<file path="config.mk">
export PLATFORM = sky130hd
export DESIGN_NAME = phase_delta_estimator
export DESIGN_NICKNAME = d
export VERILOG_FILES = /design/src/rtl/phase_delta_estimator.sv
export SDC_FILE = /design/constraint.sdc
export NUM_CORES = 1
export LEC_CHECK = 0
export BUFFER_PORTS_ARGS = -buffer_cell sky130_fd_sc_hd__buf_2
export CAP_MARGIN = 20
export CORE_UTILIZATION = 60
export DETAILED_ROUTE_END_ITERATION = 12
export GPL_TIMING_DRIVEN = 0
export HOLD_SLACK_MARGIN = 0.06
export PLACE_DENSITY = 0.92
export SLEW_MARGIN = 30
export SYNTH_ARGS = -nofsm -noshare
export SYNTH_HDL_FRONTEND = slang
export SYNTH_SLANG_ARGS = --single-unit
</file>
<file path="constraint.sdc">
create_clock -name clk -period 3.66 [get_ports clk]
set_input_delay 0.183 -clock clk [delete_from_list [all_inputs] [get_ports clk]]
set_output_delay 0.183 -clock clk [all_outputs]
set_load 0.02 [all_outputs]
</file>
<file path="src/rtl/phase_delta_estimator.sv">
// phase_delta_estimator
//   Recovers a DDFS frequency tuning word from a stream of phase samples.
//   The modulo-2^NBIT difference of consecutive samples is averaged over a
//   window of 2^LOG2_AVG deltas. The block reports the truncated mean and
//   whether every delta in the window was identical.
//
//   Optional feature macro: PDE_SPREAD_EN adds fw_spread (max-min delta).
//
// Ports
//   clk        system clock, rising edge
//   rst_n      synchronous active-low reset
//   ph_valid   ph_in carries a new phase sample
//   ph_in      phase sample, unsigned, wraps at 2^NBIT
//   restart    synchronous re-prime; discards the partial window
//   fw_valid   single-cycle pulse when fw_out/fw_stable update
//   fw_out     estimated tuning word (held)
//   fw_stable  all deltas of the last window equal (held)
//   busy       reference sample held, window in progress
//   fw_spread  (PDE_SPREAD_EN only) max(delta)-min(delta) of last window
//
// state | meaning
// PRIME | waiting for a reference sample
// ACC   | accumulating deltas
module phase_delta_estimator #(
  parameter int NBIT     = 4,
  parameter int LOG2_AVG = 2
) (
  input  logic            clk,
  input  logic            rst_n,
  input  logic            ph_valid,
  input  logic [NBIT-1:0] ph_in,
  input  logic            restart,
  output logic            fw_valid,
  output logic [NBIT-1:0] fw_out,
  output logic            fw_stable,
`ifdef PDE_SPREAD_EN
  output logic [NBIT-1:0] fw_spread,
`endif
  output logic            busy
);

  localparam int AW = NBIT + LOG2_AVG;
  // keep the counter at least one bit wide so LOG2_AVG=0 still elaborates
  localparam int CW = (LOG2_AVG > 0) ? LOG2_AVG : 1;
  localparam logic [CW-1:0] CNT_LAST = CW'((1 << LOG2_AVG) - 1);

  typedef enum logic {PRIME, ACC} state_t;

  state_t          state_q, state_d;
  logic [NBIT-1:0] prev_q;
  logic [AW-1:0]   acc_q;
  logic [CW-1:0]   cnt_q;
  logic [NBIT-1:0] first_q;
  logic            eq_q;

  logic            accept, prime_ld, clear;
  logic [NBIT-1:0] delta;
  logic [AW-1:0]   acc_sum;
  logic            eq_all;
  logic            last;

  always_comb begin
    state_d  = state_q;
    accept   = 1'b0;
    prime_ld = 1'b0;
    clear    = 1'b0;
    if (restart) begin
      clear    = 1'b1;
      prime_ld = ph_valid;
      state_d  = ph_valid ? ACC : PRIME;
    end else if (ph_valid) begin
      if (state_q == PRIME) begin
        prime_ld = 1'b1;
        clear    = 1'b1;
        state_d  = ACC;
      end else begin
        accept = 1'b1;
      end
    end
  end

  assign delta   = ph_in - prev_q;
  assign acc_sum = acc_q + AW'(delta);
  assign last    = accept && (cnt_q == CNT_LAST);
  // first delta of a window is trivially equal to itself
  assign eq_all  = (cnt_q == '0) || (eq_q && (delta == first_q));
  assign busy    = (state_q == ACC);

`ifdef PDE_SPREAD_EN
  logic [NBIT-1:0] max_q, min_q, max_n, min_n;
  always_comb begin
    max_n = delta;
    min_n = delta;
    if (cnt_q != '0) begin
      max_n = (delta > max_q) ? delta : max_q;
      min_n = (delta < min_q) ? delta : min_q;
    end
  end

  always_ff @(posedge clk) begin
    if (!rst_n) begin
      max_q     <= '0;
      min_q     <= '0;
      fw_spread <= '0;
    end else if (accept) begin
      max_q <= max_n;
      min_q <= min_n;
      if (last) fw_spread <= max_n - min_n;
    end
  end
`endif

  always_ff @(posedge clk) begin
    if (!rst_n) begin
      state_q <= PRIME;
    end else begin
      state_q <= state_d;
    end
  end

  always_ff @(posedge clk) begin
    if (!rst_n) begin
      prev_q    <= '0;
      acc_q     <= '0;
      cnt_q     <= '0;
      first_q   <= '0;
      eq_q      <= 1'b1;
      fw_valid  <= 1'b0;
      fw_out    <= '0;
      fw_stable <= 1'b0;
    end else begin
      fw_valid <= 1'b0;
      if (prime_ld) prev_q <= ph_in;
      if (clear) begin
        acc_q <= '0;
        cnt_q <= '0;
        eq_q  <= 1'b1;
      end else if (accept) begin
        // prev always advances so consecutive windows share the boundary sample
        prev_q <= ph_in;
        if (last) begin
          fw_out    <= NBIT'(acc_sum >> LOG2_AVG);
          fw_stable <= eq_all;
          fw_valid  <= 1'b1;
          acc_q     <= '0;
          cnt_q     <= '0;
          eq_q      <= 1'b1;
        end else begin
          acc_q <= acc_sum;
          cnt_q <= cnt_q + 1'b1;
          eq_q  <= eq_all;
          if (cnt_q == '0) first_q <= delta;
        end
      end
    end
  end

endmodule

</file>
Word level (Yosys, flattened, before mapping)
Index checks and enable logic that the tools add are counted.

Bits in registers: 24. Bits of input ports: 8. Output and inout bits: 7.

Reductions and logical operators: 9. Equal/unequal tests: 2. Bitwise gates (word level): 4. Muxes and demuxes: 17. Add/subtract/negate cells: 3.

Operators by type and width (number): 1-bit 2-to-1 mux (12); 4-bit 2-to-1 mux (3); 6-bit by 4-bit adder with 6-bit output (1); 6-bit 2-to-1 mux (1); 4-bit equality test (1); 1-bit NOT (4); 4-bit AND reduction (1); 4-bit subtractor (1); 3-bit AND reduction (1); 3-bit OR reduction (1); 2-bit by 1-bit adder with 2-bit output (second input constant) (1); 2-bit equality test (second input constant) (1); 1-bit logical AND (2); 2-bit logical NOT (1); 2-bit 2-to-1 mux (1); 2-bit nonzero test (1); 2-bit OR reduction (1); 1-bit logical OR (1).

Longest topological paths before layout
Gate-level depths: netlist (run 1).

Depth in word-level cells: 6. Depth in mapped cells: 11.

Least setup slack after synthesis (run 1)
OpenSTA, ideal clock, no wires.

Path type: reg-to-reg. Start: register with a tool-made name. End: register acc_q[5]. Buffers on the path: 0. Arrival time: 2.328 ns. Data required time: 3.592 ns. Cell stages (with the launch flop): 12. Setup slack: 1.264 ns. Cells stage by stage: dfxtp_1 > inv_1 > ha_1 > a21oi_1 > o21ai_1 > xnor2_2 > ha_1 > and3_1 > a221o_1 > xnor2_1 > o31a_1 > nor2_1.

RTL lines: end signal: assignment (RTL line 149) `acc_q <= acc_sum;`; end: declaration (RTL line 51) `logic [AW-1:0] acc_q;`.

==> metrics.cfg, run 1 <==
[run_status]
outcome = finished, final reports clean

[worst_setup_path]
critPathRequiredTime_ns = 3.92
critPathMaxStageDelay_ns = 0.36
critical-path-top-delay-family = compound AO/OA/AOI/OAI gates
cp_slowest_cell = dfxtp_1
crit_path_end_kind = flop
cp_num_buf_inv = 1
timing.critical_path.fanout_max = 4
crit_arrival_ns = 3.00
crit_top_cell = ha_1
path_class = reg2reg
start_kind = flop
cp_cell_sequence = inv_1, ha_1, a21oi_1, o21ai_1, xnor2_2, ha_1, and3_1, a221o_1, xnor2_1, o31a_1, nor2_1

[yosys]
synth_enable_flop_cells = 0
yosysSeqAreaShare_pct = 37.65
yosys.area_share.simple_pct = 19.22
syn_nets = 156
synth_xor_area_share_pct = 8.039
syn-instance-count = 137
async_reset_ff_share_pct = 0
synth_top_family_by_area = simple AND/OR/NAND/NOR gates
synth_cell_types = 36
synth_fa_ha_area_share_pct = 11.96
yosysWarnings = 0
synth_area_sq_um = 1276
synth.area.mux_share_pct = 4.706
synth-compound-area-share_pct = 14.31
ys_ff_latch = 24
synthFlopType = dfxtp_1
postSynthAreaPerCell_sq_um = 9.316

[power_and_ir_drop]
p_per_area_nw_per_um2 = 337.8
power.leakage_nw = 0.6382
ir_worst_vdd_uv = 266.4

[timing]
hold_violations = 0
clock_skew_ns = 0.003578
drv_slew = 0
fin_setup_tns_ns = 0
layout_worst_path_cycle_share_pct = 74.72
max_freq_mhz = 365.7
slew-limit-headroom_pct = 73.46
rsz0062_at_grt = false
worst_slack_ns = 0.9254
setup_viol = 0
worst_pin_slew_ns = 0.3969
min_period_ns = 2.735

[routing]
wl_microns = 2452
drtPass1Iterations = 4
drt-initial-drc-count = 31
num_vias = 1012
viasPerCell = 5.622
antenna_left = 0
wire_per_inst_microns = 13.62
drcViolationCount = 0

[floorplan]
die_h_microns = 48.12
rows = 16
dieArea_sq_um = 2316
coreArea_sq_um = 1982
fp.dieW_microns = 48.12
initial_core_util_pct = 64.39
pin_count = 15

[global_route]
grt_pass1_wl_microns = 4022
grt_pass1_vias = 964
grt_max_degree = 13
grt_usage_pct = 25.12
grt_overflow = 0
antenna_found_initial = 0

[clock_network]
clk_pin_slew_ns = 0.13
cts_hold_buf = 0
cts_setup_buffers = 0
root_buffer = clkbuf_4
cts_tree = built
cts.sinks = 24
h-tree-depth = 1
worstSkewPairLatency_ns = 0.32
clockBufferDepth = 2
cts-resized-gates = 0
cts_buffers = 3

[placement]
hpwlAfterDp_microns = 1925
place_congestion = 0.8650
pre_cts_slack_ns = 1.008
port_buffers = 13

[cells_and_area]
areaGrowthSynthToFinish_pct = 9.510
drive_gt1_share_pct = 15.69
nets = 174
diodes = 0

[flow_run]
timing.max_cap.violations = 0

[hold_path]
hold_path.class = in2reg
min_from = ph_in[0]

==> cells in the mapped netlist (all sizes together), types with 3 or more instances <==
cell type,count,area share [%]
inv,9,2.6
nor3b,4,2.4
nand2,12,3.5
ha,9,8.8
a21oi,9,3.5
a21boi,4,2.4
dfxtp,24,38
nor2b,5,2.5
xnor2,5,4.0
nor2,10,3.1
xor2,5,4.0
buf,3,1.2
mux2i,6,4.7
o21ai,5,2.0
==> tightest hold or removal path, stage by stage <==
cell	delay, ns
buf_2	0.09
mux2i_1	0.06
nor2b_1	0.09
==> cell usage in the layout, fill, tap and decap left out, types with 3 or more instances in the layout <==
master / count
nor2_1: 9
mux2i_1: 6
o21ai_0: 3
inv_1: 9
buf_2: 16
clkbuf_4: 3
xor2_1: 4
ha_1: 9
dfxtp_1: 24
nor3b_1: 4
xnor2_1: 4
nand2_1: 12
nor2b_1: 5
a21boi_1: 4
a21oi_1: 9
==> power breakdown <==
group          switching (mW)  total [mW]  internal [mW]
Combinational          0.0483      0.0840         0.0357
Clock                  0.0797       0.118         0.0387
Sequential            0.00328       0.270          0.267
Total                   0.131       0.472          0.341
==> area by class of cell <==
cell class | count | area (sq um)
Timing Repair Buffer | 13 | 65.06
Sequential cell | 24 | 480.5
Fill cell | 119 | 584.3
Tap cell | 27 | 33.78
Inverter | 9 | 33.78
Buffer | 4 | 18.77
Multi-Input combinational cell | 100 | 743.2
Clock buffer | 3 | 22.52
==> final timing paths <==
| check | to | slack, ns | cells after the start |
|---|---|---|---|
| worst min-delay path | flop | 0.13 | 3 |
| worst max-delay path | acc_q[5] | 0.93 | 11 |
| worst max register to register | acc_q[5] | 0.93 | 11 |
| worst min register to register | first_q[1] | 0.48 | 2 |
==> cell families (layout without fill, tap and decap cells) <==
logic type,count (synthesis),in the layout
multiplexers,6,6
AO/OA/AOI/OAI,28,28
XOR/XNOR,10,10
AND/OR/NAND/NOR,45,45
flip-flops,24,24
buffers and inverters,13,29
adder cells (fa/ha/maj),11,11
==> layer usage <==
layer | wire length, microns | share of wire (%) | vias up | track usage, %
li1 | - | - | 502 | -
met1 | 1075 | 44 | 478 | 30.18
met2 | 1241 | 51 | 25 | 44.32
met3 | 83 | 3.4 | 7 | 5.185
met4 | 52 | 2.1 | 0 | 8.889
met5 | 0 | 0 | - | 0
==> stage by stage <==
step | cell area (sq um) | power, mW | util [%] | hold WS, ns | cells
after floorplan | 1276 | 0.3384 | - | 0.3213 | 137
after global placement | 1375 | 0.3534 | 69.38 | 0.4558 | 177
after detailed placement | 1375 | 0.3586 | 69.38 | 0.4612 | 177
after CTS | 1398 | 0.4698 | 70.52 | 0.1359 | 180
after global routing | 1398 | 0.4865 | 70.52 | 0.1507 | 180
final | 1398 | 0.4721 | 70.52 | 0.1328 | 180
Power figures use the tool's default switching activity.
==> run 2: changes to the inputs <==
- CORE_UTILIZATION: 60 -> 51
- PLACE_DENSITY: 0.92 -> 0.84
- clock period: 3.66 -> 2.27 ns (I/O delays scaled with it)
==> run 2 against run 1 <==
Net effect:
- the flow now finishes with violations (setup timing)
- clock power is 66% higher
- register-to-register slack worse by 1.1 ns
- wire length is 35% higher
- combinational power grew to 2.7 times the previous value
- non-clock buffer count is 10 higher
- critical path type unchanged
- critical endpoint unchanged
- largest power group unchanged
==> metrics.cfg, run 2 (synthesized netlist as in run 1, its figures left out) <==
[run_status]
outcome = finished with violations
violations = setup timing

[floorplan]
rows = 17  ; +1
initial_core_util_pct = 56.07  ; -8.3 points
fp.dieW_microns = 52.03  ; +8.1%
pin_count = 15  ; unchanged
coreArea_sq_um = 2276  ; +15%
dieArea_sq_um = 2707  ; +17%
die_h_microns = 52.03  ; +8.1%

[cells_and_area]
diodes = 0  ; unchanged
final_cell_mix = dfxtp_1, buf_2, nand2_1
fin_area_sq_um = 1597  ; +14%
layout_commonest_cell = dfxtp_1
multi_input_area_sq_um = 858.3  ; +15%
nets = 184  ; +5.7%
regArea_sq_um = 484.2  ; +0.78%
areaGrowthSynthToFinish_pct = 25.10
fill_cells = 154  ; +29%
drive_gt1_share_pct = 31.90  ; +16 points

[worst_setup_path]
crit_arrival_ns = 2.73  ; -0.27 ns
timing.critical_path.fanout_max = 3  ; -1
critPathRequiredTime_ns = 2.53  ; -1.39 ns
start_kind = flop
crit_path_end_kind = flop
path_class = reg2reg

[placement]
place_congestion = 0.8480  ; -2.0%
dpl_cell_area_sq_um = 1405  ; +2.2%
pre_cts_slack_ns = -0.2212  ; -1.230 ns
hpwlAfterDp_microns = 1868  ; -3.0%
port_buffers = 13  ; unchanged

[timing]
rsz0062_at_grt = true
slew-limit-headroom_pct = 68.40  ; -5.1 points
fin_hold_ws_ns = 0.06490  ; -0.06790 ns
worst_pin_slew_ns = 0.4726  ; +0.07573 ns
setup_viol = 4  ; +4
drv_slew = 0  ; unchanged
layout_worst_path_cycle_share_pct = 108.8  ; +34 points
hold_violations = 0  ; unchanged
clock_skew_ns = 0.002570  ; -0.001008 ns
min_period_ns = 2.470  ; -0.2645 ns
worst_slack_ns = -0.2002  ; -1.126 ns
max_freq_mhz = 404.8  ; +11%
fin_setup_tns_ns = -0.5333  ; -0.5333 ns

[global_route]
grt_max_degree = 13  ; unchanged
grt_pass1_wl_microns = 4864  ; +21%
grt_usage_pct = 24.57  ; -0.55 points
grtUsageMet1_pct = 27.82  ; -2.4 points
grt_pass1_vias = 1088  ; +13%
antenna_found_initial = 0  ; unchanged
grtUsageMet3_pct = 2.632  ; -2.6 points
grt_busiest_layer = met2
grt_overflow = 0  ; unchanged
gr-usage-met2_pct = 46.58  ; +2.3 points

[routing]
wl_microns = 3302  ; +35%
drcViolationCount = 0  ; unchanged
num_vias = 1153  ; +14%
drtPass1Iterations = 5  ; +1
drt-initial-drc-count = 44  ; +42%
viasPerCell = 6.037  ; +7.4%
wire_per_inst_microns = 17.29  ; +27%
antenna_left = 0  ; unchanged

[power_and_ir_drop]
power.leakage_nw = 0.6987  ; +9.5%
ir_worst_vdd_uv = 528.1  ; +98%
p_per_area_nw_per_um2 = 538.9  ; +60%
power_uw = 860.4  ; +82%

[clock_network]
cts.sinks = 24  ; unchanged
worstSkewPairLatency_ns = 0.32  ; about the same
cts_hold_buf = 0  ; unchanged
cts_tree = built
clk_pin_slew_ns = 0.14  ; about the same
clockBufferDepth = 2  ; unchanged
h-tree-depth = 1  ; unchanged
cts_buffers = 3  ; unchanged
root_buffer = clkbuf_4

[hold_path]
hold_path.class = in2reg

[flow_run]
timing.max_cap.violations = 0  ; unchanged

-- run 2: changes by cell type in the layout (fill, tap and decap cells not counted), sizes merged --
cell / previous run / this run
buf: 16 / 26
-- run 2: repair_timing --
item | 4_1_cts | 5_1_grt
buffers inserted | 5 | 5
resized for setup | 12 | 6
pin swaps | 7 | 12
endpoints found under the setup margin | 4 | 7
-- run 2: where the power goes --
group	internal [mW]	switching, mW
clock	0.0622	0.133
combinational	0.113	0.115
sequential	0.430	0.00632
total	0.606	0.254
-- run 2: final cells by class --
class	count	area share [%]
multi-input cells	100	53.76
flip-flops and latches	24	30.33
repair buffers	23	9.013
well taps	28	2.194
inverters	9	2.116
clock buffers	3	1.411
plain buffers	4	1.176
-- run 2: path summary, 6_finish.rpt --
check	start	end	slack [ns]	cells past startpoint
hold reg to reg	fw_out[2]	fw_out[2]	0.49	2
setup reg to reg	flop	acc_q[5]	-0.20	11
setup / recovery	flop	acc_q[5]	-0.20	11
hold / removal	ph_in[0]	flop	0.06	3
-- run 2: worst max-delay path, stage by stage (launching register included) --
cell     delay (ns)
dfxtp_2        0.36
inv_2          0.04
ha_4           0.23
a21oi_4        0.17
o21ai_4        0.09
xnor2_2        0.26
ha_4           0.27
and3_4         0.16
a221o_1        0.38
xnor2_2        0.16
o31a_1         0.23
nor2_1         0.07
-- run 2: stage by stage --
stage / util (%) / cells
finish: 70.15 / 191
detailed placement: 61.74 / 178
CTS: 66.63 / 186
global placement: 61.74 / 178
global route: 70.15 / 191
floorplan: - / 137
-- run 2: per-layer routing --
metal / routed length [microns] / part of all wire [%] / vias to the layer above
met5: 0 / 0 / -
met4: 92 / 2.8 / 0
met3: 306 / 9.3 / 16
met2: 1644 / 50 / 76
met1: 1259 / 38 / 541
li1: - / - / 520
